--- src/rtl/rotary_paddle_decoder_if.sv ---
// Paddle decoder bus: raw encoder pins and frame strobe in, frame-stable paddle state out.
// The master drives the pins and the frame tick; the slave is the decoder itself.
interface rotary_paddle_decoder_if;
  logic       rota;
  logic       rotb;
  logic       frame_tick;
  logic [9:0] paddle_y;
  logic       moved;
  logic       dir;

  modport master (
    output rota,
    output rotb,
    output frame_tick,
    input  paddle_y,
    input  moved,
    input  dir
  );

  modport slave (
    input  rota,
    input  rotb,
    input  frame_tick,
    output paddle_y,
    output moved,
    output dir
  );
endinterface

--- src/rtl/rotary_paddle_decoder.sv ---
// Rotary encoder to paddle position: synchronize, debounce, quadrature decode, saturating
// accumulate, and publish the result only on frame boundaries so the paddle never tears.

// Invariant watcher: the published paddle stays in range and moved only follows a frame tick.
module rotary_paddle_decoder_chk #(
  parameter logic [9:0] PADDLE_MIN = 10'd0,
  parameter logic [9:0] PADDLE_MAX = 10'd416
) (
  input logic       Clock,
  input logic       Reset,
  input logic       frame_tick,
  input logic       moved,
  input logic [9:0] paddle_y
);
  logic [10:0] offset_s;
  logic [10:0] span_s;

  assign offset_s = {1'b0, paddle_y} - {1'b0, PADDLE_MIN};
  assign span_s   = {1'b0, PADDLE_MAX} - {1'b0, PADDLE_MIN};

  a_paddle_in_range : assert property (
    @(posedge Clock) disable iff (Reset) offset_s <= span_s
  );

  a_moved_after_tick : assert property (
    @(posedge Clock) disable iff (Reset) moved |-> $past(frame_tick)
  );
endmodule

module rotary_paddle_decoder #(
  parameter int unsigned DEBOUNCE_CYCLES = 100000,
  parameter logic [9:0]  STEP            = 10'd8,
  parameter logic [9:0]  PADDLE_MIN      = 10'd0,
  parameter logic [9:0]  PADDLE_MAX      = 10'd416,
  parameter logic [9:0]  RESET_POS       = 10'd208
) (
  input logic                    Clock,
  input logic                    Reset,
  rotary_paddle_decoder_if.slave bus
);
  localparam int unsigned      CNT_W    = $clog2(DEBOUNCE_CYCLES) + 1;
  localparam logic [CNT_W-1:0] CNT_LAST = CNT_W'(DEBOUNCE_CYCLES - 1);

  // Returns {next stable level, next counter}: a level is accepted only after it has
  // differed from the stable value for DEBOUNCE_CYCLES consecutive clocks.
  function automatic logic [CNT_W:0] debounce_next(
    input logic             sync_v,
    input logic             stable_v,
    input logic [CNT_W-1:0] cnt_v
  );
    logic [CNT_W:0] res;
    if (sync_v != stable_v) begin
      if (cnt_v == CNT_LAST) begin
        res = {sync_v, {CNT_W{1'b0}}};
      end else begin
        res = {stable_v, cnt_v + CNT_W'(1)};
      end
    end else begin
      res = {stable_v, {CNT_W{1'b0}}};
    end
    return res;
  endfunction

  logic             a_meta_r;
  logic             a_sync_r;
  logic             b_meta_r;
  logic             b_sync_r;
  logic             a_stable_r;
  logic             b_stable_r;
  logic [CNT_W-1:0] a_cnt_r;
  logic [CNT_W-1:0] b_cnt_r;
  logic [1:0]       prev_r;
  logic [9:0]       pending_r;
  logic [9:0]       paddle_y_r;
  logic             moved_r;
  logic             dir_r;

  logic [CNT_W:0]   a_deb_s;
  logic [CNT_W:0]   b_deb_s;
  logic [1:0]       pair_s;
  logic [10:0]      inc_sum_s;
  logic [10:0]      dec_floor_s;
  logic [9:0]       inc_val_s;
  logic [9:0]       dec_val_s;
  logic [9:0]       pending_nxt_s;
  logic             dir_nxt_s;

  assign a_deb_s     = debounce_next(a_sync_r, a_stable_r, a_cnt_r);
  assign b_deb_s     = debounce_next(b_sync_r, b_stable_r, b_cnt_r);
  assign pair_s      = {a_stable_r, b_stable_r};
  assign inc_sum_s   = {1'b0, pending_r} + {1'b0, STEP};
  assign dec_floor_s = {1'b0, PADDLE_MIN} + {1'b0, STEP};

  // Saturating step candidates, computed one bit wider so neither direction can wrap.
  always_comb begin
    inc_val_s = inc_sum_s[9:0];
    dec_val_s = pending_r - STEP;
    if (inc_sum_s > {1'b0, PADDLE_MAX}) begin
      inc_val_s = PADDLE_MAX;
    end else begin
      inc_val_s = inc_sum_s[9:0];
    end
    if ({1'b0, pending_r} < dec_floor_s) begin
      dec_val_s = PADDLE_MIN;
    end else begin
      dec_val_s = pending_r - STEP;
    end
  end

  // Quadrature decode: only entries into 00 count; every other change just moves prev.
  always_comb begin
    pending_nxt_s = pending_r;
    dir_nxt_s     = dir_r;
    case ({prev_r, pair_s})
      4'b10_00: begin
        pending_nxt_s = inc_val_s;
        dir_nxt_s     = 1'b1;
      end
      4'b01_00: begin
        pending_nxt_s = dec_val_s;
        dir_nxt_s     = 1'b0;
      end
      default: begin
        pending_nxt_s = pending_r;
        dir_nxt_s     = dir_r;
      end
    endcase
  end

  // Pin synchronizers and per-phase debouncers; rest state of the encoder is 11.
  always_ff @(posedge Clock) begin
    if (Reset) begin
      a_meta_r   <= 1'b1;
      a_sync_r   <= 1'b1;
      b_meta_r   <= 1'b1;
      b_sync_r   <= 1'b1;
      a_stable_r <= 1'b1;
      b_stable_r <= 1'b1;
      a_cnt_r    <= {CNT_W{1'b0}};
      b_cnt_r    <= {CNT_W{1'b0}};
    end else begin
      a_meta_r   <= bus.rota;
      a_sync_r   <= a_meta_r;
      b_meta_r   <= bus.rotb;
      b_sync_r   <= b_meta_r;
      a_stable_r <= a_deb_s[CNT_W];
      b_stable_r <= b_deb_s[CNT_W];
      a_cnt_r    <= a_deb_s[CNT_W-1:0];
      b_cnt_r    <= b_deb_s[CNT_W-1:0];
    end
  end

  // Step accumulation plus frame latch; a step landing on a tick shows at the next tick.
  always_ff @(posedge Clock) begin
    if (Reset) begin
      prev_r     <= 2'b11;
      pending_r  <= RESET_POS;
      dir_r      <= 1'b0;
      paddle_y_r <= RESET_POS;
      moved_r    <= 1'b0;
    end else begin
      prev_r    <= pair_s;
      pending_r <= pending_nxt_s;
      dir_r     <= dir_nxt_s;
      if (bus.frame_tick) begin
        paddle_y_r <= pending_r;
        moved_r    <= (pending_r != paddle_y_r);
      end else begin
        paddle_y_r <= paddle_y_r;
        moved_r    <= 1'b0;
      end
    end
  end

  assign bus.paddle_y = paddle_y_r;
  assign bus.moved    = moved_r;
  assign bus.dir      = dir_r;

  rotary_paddle_decoder_chk #(
    .PADDLE_MIN (PADDLE_MIN),
    .PADDLE_MAX (PADDLE_MAX)
  ) u_chk (
    .Clock      (Clock),
    .Reset      (Reset),
    .frame_tick (bus.frame_tick),
    .moved      (moved_r),
    .paddle_y   (paddle_y_r)
  );
endmodule

--- src/flat_wrapper.sv ---
// flat-port wrapper written by rule: the top's interface ports become plain ports
module rotary_paddle_decoder_flat 
#(
  parameter int unsigned DEBOUNCE_CYCLES = 100000,
  parameter logic [9:0]  STEP            = 10'd8,
  parameter logic [9:0]  PADDLE_MIN      = 10'd0,
  parameter logic [9:0]  PADDLE_MAX      = 10'd416,
  parameter logic [9:0]  RESET_POS       = 10'd208
)
  (Clock, Reset, bus_rota, bus_rotb, bus_frame_tick, bus_paddle_y, bus_moved, bus_dir);
  rotary_paddle_decoder_if bus_i ();
  input logic Clock;
  input logic Reset;
  input wire logic [$bits(bus_i.rota)-1:0] bus_rota;
  input wire logic [$bits(bus_i.rotb)-1:0] bus_rotb;
  input wire logic [$bits(bus_i.frame_tick)-1:0] bus_frame_tick;
  output wire logic [$bits(bus_i.paddle_y)-1:0] bus_paddle_y;
  output wire logic [$bits(bus_i.moved)-1:0] bus_moved;
  output wire logic [$bits(bus_i.dir)-1:0] bus_dir;
  assign bus_i.rota = bus_rota;
  assign bus_i.rotb = bus_rotb;
  assign bus_i.frame_tick = bus_frame_tick;
  assign bus_paddle_y = bus_i.paddle_y;
  assign bus_moved = bus_i.moved;
  assign bus_dir = bus_i.dir;
  rotary_paddle_decoder #(.DEBOUNCE_CYCLES(DEBOUNCE_CYCLES), .STEP(STEP), .PADDLE_MIN(PADDLE_MIN), .PADDLE_MAX(PADDLE_MAX), .RESET_POS(RESET_POS)) u_core (.Clock(Clock), .Reset(Reset), .bus(bus_i));
endmodule
--- config.mk ---
export PLATFORM = sky130hd
export DESIGN_NAME = rotary_paddle_decoder_flat
export DESIGN_NICKNAME = d
export VERILOG_FILES = /design/src/rtl/rotary_paddle_decoder_if.sv /design/src/rtl/rotary_paddle_decoder.sv /design/src/flat_wrapper.sv
export SDC_FILE = /design/constraint.sdc
export NUM_CORES = 1
export LEC_CHECK = 0
export ABC_AREA = 1
export CORE_MARGIN = 1.5
export CORE_UTILIZATION = 45
export CTS_CLUSTER_DIAMETER = 40
export DETAILED_ROUTE_END_ITERATION = 10
export PLACE_DENSITY = 0.64
export RECOVER_POWER = 25
export SLEW_MARGIN = 20
export SYNTH_ARGS = -nofsm -noshare
export SYNTH_HDL_FRONTEND = slang
export SYNTH_SLANG_ARGS = --single-unit
--- constraint.sdc ---
create_clock -name Clock -period 3 [get_ports Clock]
set_input_delay 0.3 -clock Clock [delete_from_list [all_inputs] [get_ports Clock]]
set_output_delay 0.3 -clock Clock [all_outputs]
set_load 0.1 [all_outputs]
# Yosys cells after proc, flatten, opt, wreduce, memory -nomap -nowiden
# Index checks and enable logic that the tools add are counted.
# totals
input_bits	5
output_inout_bits	12
ff_bits	66
word_cells	39
# op_classes
magnitude_cmp	2
n_reduce_logical	6
n_mux	4
bitwise_logic	3
add_sub_neg	4
n_eq_ne	7
# op_table
cell	count
$add A18 B1 Y18 const B	2
$eq A18 B17 Y1 const B	2
$mux W10	2
$pmux W10 S2	1
$add A10 B4 Y11 const B	1
$gt A11 B9 Y1 const B	1
$lt A10 B4 Y1 const B	1
$ne A10 B10 Y1	1
$sub A10 B4 Y10 const B	1
$reduce_or A3 Y1	2
$eq A4 B3 Y1 const B	1
$eq A4 B4 Y1 const B	1
$reduce_and A2 Y1	2
$not A1 Y1	3
$ne A1 B1 Y1	2
$pmux W1 S2	1
$reduce_bool A2 Y1	1
$reduce_or A2 Y1	1

# Depth between registers and ports, before layout
# Gate-level depths: netlist of run 1.
# logic_depth
depth_word	4
ltp_mapped	13
mapped_depth_nobuf	13

# Worst setup path before layout of run 1
# Ideal clock, no wire load.
# synth_timing
kind	reg-to-reg
start	register u_core.paddle_y_r[8] (netlist: u_core.bus.paddle_y[8])
end	register u_core.moved_r (netlist: u_core.bus.moved)
stages_incl_launch_ff	5
t_arrival_ns	1.473
slack_ns	1.404
t_required_ns	2.877
setup_ns	0.123
path_cell_list	dfxtp_1 xnor2_1 nand2_1 nor4_1 nor3_1
# synth_via
elab_chain_len	1
# synth_lines
element	line	text
from (decl)	rotary_paddle_decoder.sv:74	logic [9:0] paddle_y_r;
from (signal assigned)	rotary_paddle_decoder.sv:166	paddle_y_r <= pending_r;
from (signal assigned)	rotary_paddle_decoder.sv:169	paddle_y_r <= paddle_y_r;
$ne A10 B10 Y1	rotary_paddle_decoder.sv:167	moved_r <= (pending_r != paddle_y_r);
to (signal assigned)	rotary_paddle_decoder.sv:167	
to (decl)	rotary_paddle_decoder.sv:75	logic moved_r;
# No other way between the ends.
# A chain may end at the register's enable or synchronous reset.

# Worst setup path after layout of run 1
# layout_timing
start	register u_core.moved_r (netlist: u_core.bus.moved)
end	output port bus_moved
# layout_rtl
element	line	text
to (decl)	flat_wrapper.sv:18	output wire logic [$bits(bus_i.moved)-1:0] bus_moved;
# No word-level cell between the ends.

==> impl_metrics.json, run 1 <==
{
  "grt_overflow": 0,
  "cts_tree": "yes",
  "first_iter_violations": 92,
  "grt_max_degree": 18,
  "status": "finished clean",
  "critPathBufInv": 1,
  "pre_cts_slack_ns": 1.10,
  "wl_met1_um": 2990,
  "max_stage_delay_ns": 1.12,
  "postCtsHoldBufs": 0,
  "synth_top_family_by_area": "simple AND/OR/NAND/NOR gates",
  "antenna_found_initial": 0,
  "cp_top_family": "buffers and inverters",
  "start_util_pct": 46.4,
  "worst_ep_required_time_ns": 2.70,
  "ioPinCount": 17,
  "crit_fanout": 1,
  "wl_met2_um": 2760,
  "synthMuxAreaShare_pct": 0,
  "ir_drop_uv": 247,
  "synth_compound_area_share_pct": 8.95,
  "relSlewSlack_pct": 22.8,
  "dp_cells": 518,
  "nets": 458,
  "io_buffers": 13,
  "vias": 2637,
  "multiInputGateArea_um2": 1650,
  "skew_ns": 0.00945,
  "hold_path_class": "reg2reg",
  "post-route-drc-count": 0,
  "synth_xor_area_share_pct": 6.71,
  "syn_area_per_cell_um2": 7.23,
  "drive_gt1_share_pct": 11.9,
  "syn_inst": 433,
  "grt_pass1_wl_um": 10500,
  "final_common_cell": "nand2_1",
  "cap_viol_max_count": 0,
  "dp_hpwl_um": 4570,
  "wl_per_cell_um": 11.4,
  "post_cts_buffers": 0,
  "clock_latency_ns": 0.33,
  "tns_ns": 0,
  "final_antenna_net_count": 0,
  "cp-start-kind": "flop",
  "worst_pin_slew_ns": 1.16,
  "viasPerCell": 4.94,
  "ys_ff_latch": 60,
  "first_pass_iters": 4,
  "yosys.area_share.simple_pct": 35.1,
  "finalCritPeriodShare_pct": 68.6,
  "n_fill_cell": 699,
  "cts-root-buf": "clkbuf_8",
  "end_kind": "primary output",
  "synth_area_um2": 3130,
  "ys_seq_area_share_pct": 38.4,
  "regArea_um2": 1200,
  "instances_no_fill": 534,
  "finalHoldViolCount": 0,
  "die-area_um2": 7470,
  "yosysWarnings": 0,
  "cts_buffer_depth": 2,
  "cts_max_level": 3,
  "setup_viol": 0,
  "worst_slack_ns": 0.942,
  "cellPowerDensity_nw_per_um2": 472,
  "highest_layer": "met4",
  "critPathKind": "reg2out",
  "globalplace.congestion": 0.870,
  "drv_slew": 0,
  "clk_pin_slew_ns": 0.06,
  "area_growth_pct": 10.9,
  "crit_path_top_delay_cell": "clkdlybuf4s50_1",
  "fin_crit_ns": 2.06,
  "routed_wl_um": 6090,
  "cts-resized-gates": 0,
  "fp.dieH_um": 86.4,
  "critical_path_arrival_ns": 1.76,
  "utilization_pct": 51.4,
  "cts_buffers": 9,
  "final_cell_mix": "nand2_1, dfxtp_1, inv_1, nor2_1, nand3_1",
  "leakagePower_nw": 1.42,
  "crit_path_cell_trace": "clkdlybuf4s50_1",
  "coreArea_um2": 6760,
  "synthAdderAreaFrac_pct": 1.60,
  "grt_pass1_vias": 2415,
  "antenna_cells": 0,
  "rows": 30,
  "track_usage_pct": 17.9,
  "cts.sinks": 60,
  "synth_cell_type_count": 42,
  "routed-wl-met3_um": 266,
  "max_freq_ghz": 0.486,
  "grt_setup_unrepaired": "no",
  "die_x_um": 86.4
}
registers in the layout, indices dropped and copies added (netlist names), 2 cells and up:
signal	cells
u_core.a_cnt_r	18
u_core.b_cnt_r	18
u_core.bus.paddle_y	7
u_core.pending_r	7
u_core.prev_r	2
synthesized netlist by cell type:
master	instances	area share, %
clkbuf_1	2	0.24
nor2_1	44	5.3
and3_2	1	0.24
dfxtp_1	60	38
nor3_2	3	0.96
nor4_4	1	0.68
o21ai_1	1	0.16
o21bai_1	1	0.24
xor2_1	12	3.4
clkinv_1	1	0.12
nor2b_1	1	0.20
nand2_1	92	11
buf_2	3	0.48
conb_1	1	0.12
o211ai_1	6	1.4
a21oi_1	21	3.4
nor4_1	5	1.0
or2_0	2	0.40
nor3_4	1	0.52
o21ai_0	16	2.6
a21oi_2	1	0.28
nor2_4	3	1.1
nand2_2	6	1.2
nand3_2	3	0.96
a31oi_1	2	0.40
nor3b_1	4	0.96
clkbuf_2	1	0.16
or2_4	1	0.28
nand3_1	27	4.3
o21ai_2	1	0.28
a211oi_1	1	0.24
nor4b_1	1	0.28
or2_2	4	0.80
nor2_2	5	1.0
ha_1	4	1.6
nand4_1	7	1.4
xnor2_1	12	3.4
nor4_2	2	0.80
inv_1	54	6.5
buf_4	5	1.2
nor3_1	11	1.8
inv_2	4	0.48
cell type report:
class	instances	share of cell area, %
Timing Repair Buffer	14	2.74
Tap cell	80	2.88
Sequential cell	60	34.6
Clock buffer	12	4.47
Clock inverter	4	1.37
Multi-Input combinational cell	305	47.6
Inverter	59	6.38
logic make-up after synthesis:
family / Yosys count
buffers and inverters: 70
xor gates and xnor gates: 24
AOI/OAI and AO/OA: 50
DFF: 60
adders and majority gates: 4
and+or+nand+nor: 224
other: 1
layer usage:
metal | vias up | track usage, %
met4 | 0 | 5.28
met1 | 1172 | 22.9
met5 | - | 0
li1 | 1420 | -
met2 | 37 | 28.3
met3 | 8 | 6.29
report_power, final:
part | switching (mW) | internal, mW | total, mW
sequential | 0.00599 | 0.805 | 0.811
clock | 0.304 | 0.426 | 0.731
combinational | 0.0786 | 0.0195 | 0.0981
total | 0.389 | 1.25 | 1.64
metrics by stage:
stage | power (mW) | hold WS (ns) | cell area [um^2]
2_1_floorplan | 0.911 | 0.369 | 3140
3_3_place_gp | 0.930 | 0.397 | 3290
3_5_place_dp | 0.931 | 0.394 | 3290
4_1_cts | 1.67 | 0.409 | 3490
5_1_grt | 1.71 | 0.423 | 3470
6_report | 1.64 | 0.409 | 3470
path summary, 6_finish.rpt:
| path | start | cells past startpoint | endpoint | slack [ns] |
|---|---|---|---|---|
| worst max-delay path | u_core.bus.moved | 1 | bus_moved | 0.94 |
| worst min-delay path | u_core.a_meta_r | 1 | u_core.a_sync_r | 0.41 |
| worst max register to register | u_core.pending_r[4] | 12 | u_core.pending_r[5] | 1.21 |
| worst min register to register | u_core.a_meta_r | 1 | u_core.a_sync_r | 0.41 |
Power figures use the tool's default switching activity.
==> run 2, diff against run 1 <==
==> constraint.sdc (replaced) <==
create_clock -name Clock -period 2.1 [get_ports Clock]
set_input_delay 0.21 -clock Clock [delete_from_list [all_inputs] [get_ports Clock]]
set_output_delay 0.21 -clock Clock [all_outputs]
set_load 0.1 [all_outputs]
==> run 2 against run 1 <==
- worst hold slack better by 0.0058 ns
- clock skew down 0.0018 ns
- routed wire length down 0.66%
- final cell count up 0.19%
- sequential share of layout area down 0.16 points
- sequential power up 43%
- utilization up 0.24 points
- register-to-register slack worse by 0.85 ns
- worst setup slack worse by 0.58 ns
- sequential cell count unchanged
- largest power group unchanged
==> impl_metrics.json, run 2 (synthesis results as in run 1) <==
{
  "status": "finished clean",
  "antenna_cells": 0,
  "wl_met1_um": 2980,
  "postCtsHoldBufs": 0,
  "cts-root-buf": "clkbuf_8",
  "start_util_pct": 46.4,
  "utilization_pct": 51.6,
  "fin_crit_ns": 1.74,
  "ir_drop_uv": 330,
  "end_kind": "flop",
  "finalCritPeriodShare_pct": 82.7,
  "grt_max_degree": 18,
  "dp_hpwl_um": 4550,
  "cts.sinks": 60,
  "cap_viol_max_count": 0,
  "leakagePower_nw": 1.43,
  "routed-wl-met3_um": 295,
  "track_usage_pct": 18.7,
  "final_cell_mix": "nand2_1, dfxtp_1, inv_1, nor2_1, nand3_1",
  "n_fill_cell": 672,
  "cts_tree": "yes",
  "clk_pin_slew_ns": 0.06,
  "cts_max_level": 3,
  "setup_viol": 0,
  "ioPinCount": 17,
  "relSlewSlack_pct": 23.0,
  "finalHoldViolCount": 0,
  "skew_ns": 0.00760,
  "regToRegSetupSlack_ns": 0.36,
  "final_common_cell": "nand2_1",
  "cts_buffers": 9,
  "clock_latency_ns": 0.34,
  "crit_path_cell_trace": "inv_2 -> ha_1 -> inv_1 -> nand2_1 -> nor2_1 -> nand2_1 -> nor2_1 -> nand2_1 -> nand2_1 -> nand2_1 -> nand2_1 -> nand2_1 -> nand2_1",
  "viasPerCell": 5.01,
  "drv_slew": 0,
  "tns_ns": 0,
  "crit_path_top_delay_cell": "dfxtp_1",
  "die_x_um": 86.4,
  "area_growth_pct": 11.4,
  "antenna_found_initial": 0,
  "crit_fanout": 6,
  "vias": 2683,
  "worstReg2RegStart": "u_core.pending_r[3]",
  "grt_overflow": 0,
  "cts-resized-gates": 0,
  "worstRegToRegCells": 13,
  "io_buffers": 13,
  "die-area_um2": 7470,
  "multiInputGateArea_um2": 1650,
  "grt_pass1_wl_um": 11000,
  "max_freq_ghz": 0.576,
  "rows": 30,
  "coreArea_um2": 6760,
  "grt_pass1_vias": 2525,
  "regArea_um2": 1200,
  "cp-start-kind": "flop",
  "routed_wl_um": 6050,
  "critPathMostFrequentCell": "nand2_1",
  "highest_layer": "met4",
  "wl_met2_um": 2630,
  "post_cts_buffers": 0,
  "nets": 459,
  "wl_per_cell_um": 11.3,
  "globalplace.congestion": 0.948,
  "cts_buffer_depth": 2,
  "first_pass_iters": 4,
  "worst_pin_slew_ns": 1.16,
  "first_iter_violations": 110,
  "endpoint": "u_core.pending_r[4]",
  "cellPowerDensity_nw_per_um2": 673,
  "post-route-drc-count": 0,
  "max_stage_delay_ns": 0.46,
  "critical_path_arrival_ns": 2.01,
  "rr_endpoint": "u_core.pending_r[4]",
  "worst_ep_required_time_ns": 2.38,
  "drive_gt1_share_pct": 13.0,
  "final_antenna_net_count": 0,
  "hold_path_class": "reg2reg",
  "fp.dieH_um": 86.4,
  "startpoint": "u_core.pending_r[3]",
  "grt_setup_unrepaired": "no",
  "biggestRegsByFlops": "u_core.a_cnt_r: 18 flops, u_core.b_cnt_r: 18 flops",
  "critPathKind": "reg2reg"
}
## run 2: layer usage
layer | global-route usage [%] | up-vias
li1 | - | 1423
met1 | 25.1 | 1188
met2 | 28.8 | 61
met3 | 3.43 | 11
met4 | 9.24 | 0
met5 | 0 | -
## run 2: critical path, delay by kind of cell (launching register included)
kind,cells,cell delay (ns)
buf+inv,2,0.18
flops,1,0.46
simple gates,10,0.71
fa+ha+maj,1,0.31
## run 2: area by class of cell
class                      instances  area share, %
clock buffer                      12           4.45
clock inverter                     4           1.36
inverter                          59           6.35
multi-input combinational        305           47.3
sequential                        60           34.4
tap                               80           2.87
timing repair buffer              15           3.19
## run 2: stage by stage
stage          setup WS, ns  hold WS (ns)  cell area (um^2)  power (mW)  std cells
6_report              0.364         0.415              3490        2.35        535
5_1_grt               0.149         0.437              3490        2.45        535
4_1_cts               0.381         0.417              3500        2.39        535
3_5_place_dp          0.399         0.403              3300        1.33        519
3_3_place_gp          0.452         0.394              3300        1.33        519
2_1_floorplan         0.504         0.279              3140        1.30        435
## run 2: worst min-delay path by stage
stage	cells past startpoint	slack, ns	endpoint	startpoint
floorplan	1	0.28	u_core.bus.dir	Reset
global placement	1	0.39	u_core.a_sync_r	u_core.a_meta_r
detailed placement	1	0.40	u_core.b_sync_r	u_core.b_meta_r
CTS	2	0.42	u_core.a_meta_r	bus_rota
global route	2	0.44	u_core.b_meta_r	bus_rotb
finish	1	0.41	u_core.b_sync_r	u_core.b_meta_r
## run 2: where the power goes
group / total [mW] / leakage (nW) / switching [mW] / internal (mW)
Combinational: 0.142 / 0.845 / 0.112 / 0.0298
Sequential: 1.16 / 0.486 / 0.00916 / 1.15
Clock: 1.04 / 0.102 / 0.436 / 0.609
==> run 3, diff against run 2 <==
==> constraint.sdc (replaced) <==
create_clock -name Clock -period 1.7 [get_ports Clock]
set_input_delay 0.17 -clock Clock [delete_from_list [all_inputs] [get_ports Clock]]
set_output_delay 0.17 -clock Clock [all_outputs]
set_load 0.1 [all_outputs]
==> run 3 against run 2 <==
- power grew 34%
- final cell count grew 1.9%
- non-clock buffer count grew 10
- sequential share of layout area shrank 1.5 points
- sequential cell count is the same
- via count grew 1.3%
- fmax grew 10%
- first-iteration DRC count grew 45%
- critical path type unchanged
- utilization grew 2.8 points
- critical endpoint is now u_core.pending_r[5]
- largest cell class unchanged
- clock power grew 47%
- routed wire length grew 3.3%
==> impl_metrics.json, run 3 (synthesis results as in run 1) <==
{
  "nets": 469,
  "grt_overflow": 0,
  "crit_fanout": 4,
  "pwr-share-clk_pct": 48.4,
  "rows": 30,
  "drive_gt1_share_pct": 16.3,
  "coreArea_um2": 6760,
  "final_cell_mix": "nand2_1, dfxtp_1, inv_1, nor2_1, nand3_1",
  "status": "finished clean",
  "drv_slew": 0,
  "clock_latency_ns": 0.34,
  "max_stage_delay_ns": 0.37,
  "io_buffers": 13,
  "worst_slack_ns": 0.122,
  "finalCritPeriodShare_pct": 92.8,
  "hold_slack_ns": 0.390,
  "cellPowerDensity_nw_per_um2": 858,
  "die_x_um": 86.4,
  "biggestRegsByFlops": "u_core.a_cnt_r: 18 flops, u_core.b_cnt_r: 18 flops",
  "crit_path_top_delay_cell": "dfxtp_4",
  "clk_pin_slew_ns": 0.07,
  "die-area_um2": 7470,
  "crit_path_cell_trace": "ha_2 -> nand2_1 -> nor2_4 -> nand2_1 -> nand2_1 -> nand2_1 -> nor2_1 -> nand2_1 -> nand2_2 -> nand2_1 -> nand2_1 -> a21oi_2",
  "cts_buffers": 9,
  "grt_pass1_vias": 2571,
  "dp_hpwl_um": 4640,
  "grt_util_met2_pct": 29.5,
  "use_met3_pct": 7.14,
  "vias": 2718,
  "antenna_found_initial": 0,
  "antenna_cells": 0,
  "swShare_pct": 22.5,
  "leakagePower_nw": 1.52,
  "post-route-drc-count": 0,
  "grt_max_degree": 18,
  "fin_crit_ns": 1.58,
  "intPower_mw": 2.44,
  "power_frac_seq_pct": 45.4,
  "ioPinCount": 17,
  "finalHoldViolCount": 0,
  "max_freq_ghz": 0.634,
  "fp.dieH_um": 86.4,
  "first_iter_violations": 160,
  "grt_pass1_wl_um": 11300,
  "cts_tree": "yes",
  "met1_usage_pct": 24.5,
  "worst_pin_slew_ns": 0.630,
  "cts.sinks": 60,
  "area_growth_pct": 17.5,
  "cts_max_level": 3,
  "setup_viol": 0,
  "grt_busiest_layer": "met2",
  "skew_ns": 0.00763,
  "routed_wl_um": 6250,
  "globalplace.congestion": 0.948,
  "tns_ns": 0,
  "pre_cts_slack_ns": 0.0806,
  "critPathKind": "reg2reg",
  "cts_buffer_depth": 2,
  "critPathBufInv": 0,
  "critical_path_arrival_ns": 1.80,
  "viasPerCell": 4.99,
  "hold_path_class": "in2reg",
  "ir_drop_uv": 525,
  "n_fill_cell": 644,
  "first_pass_iters": 5,
  "p_switching_uw": 711,
  "cap_viol_max_count": 0,
  "critPathMostFrequentCell": "nand2_1",
  "cp_top_family": "simple AND/OR/NAND/NOR gates",
  "relSlewSlack_pct": 58.0,
  "cp-start-kind": "flop",
  "pwr-share-comb_pct": 6.2,
  "utilization_pct": 54.4,
  "postCtsHoldBufs": 0,
  "end_kind": "flop",
  "power_mw": 3.16,
  "worst_ep_required_time_ns": 1.92,
  "start_util_pct": 46.4,
  "track_usage_pct": 19.2,
  "final_common_cell": "nand2_1",
  "final_antenna_net_count": 0,
  "wl_per_cell_um": 11.5,
  "cts-root-buf": "clkbuf_8"
}
run 3: worst paths after layout:
check                            from                  end  slack [ns]  depth (start not counted)
setup / recovery  u_core.pending_r[4]  u_core.pending_r[5]        0.12                         12
hold / removal               bus_rotb      u_core.b_meta_r        0.39                          2
setup reg to reg  u_core.pending_r[4]  u_core.pending_r[5]        0.12                         12
hold reg to reg       u_core.b_meta_r      u_core.b_sync_r        0.42                          1
run 3: per-stage QoR:
step | instances | cell area, um^2
finish | 545 | 3680
floorplan | 435 | 3140
global placement | 527 | 3440
CTS | 543 | 3680
global route | 545 | 3680
detailed placement | 527 | 3440
run 3: layout make-up:
cell class	instances	area (um^2)	area share, %
Tap cell	80	100	2.72
Multi-Input combinational cell	305	1660	45.1
Clock buffer	11	131	3.57
Sequential cell	60	1210	32.9
Clock inverter	5	100	2.72
Timing Repair Buffer	25	256	6.97
Inverter	59	221	6.02
run 3: what timing repair did:
item / in CTS / in global routing
resized for setup: 0 / 9
buffers inserted: 0 / 2
endpoints found under the setup margin: 0 / 12
run 3: power by group through the flow:
stage / clock [mW] / sequential [mW] / combinational [mW]
finish: 1.53 / 1.43 / 0.195
detailed placement: 0 / 1.47 / 0.204
global placement: 0 / 1.47 / 0.202
global route: 1.66 / 1.43 / 0.206
floorplan: 0 / 1.53 / 0.0760
CTS: 1.58 / 1.44 / 0.204
run 3: routing by layer:
layer | up-vias | share of wire [%] | wire length, um
met2 | 46 | 42 | 2640
li1 | 1446 | - | -
met1 | 1218 | 50 | 3150
met5 | - | 0 | 0
met4 | 0 | 1.5 | 91
met3 | 8 | 5.8 | 364
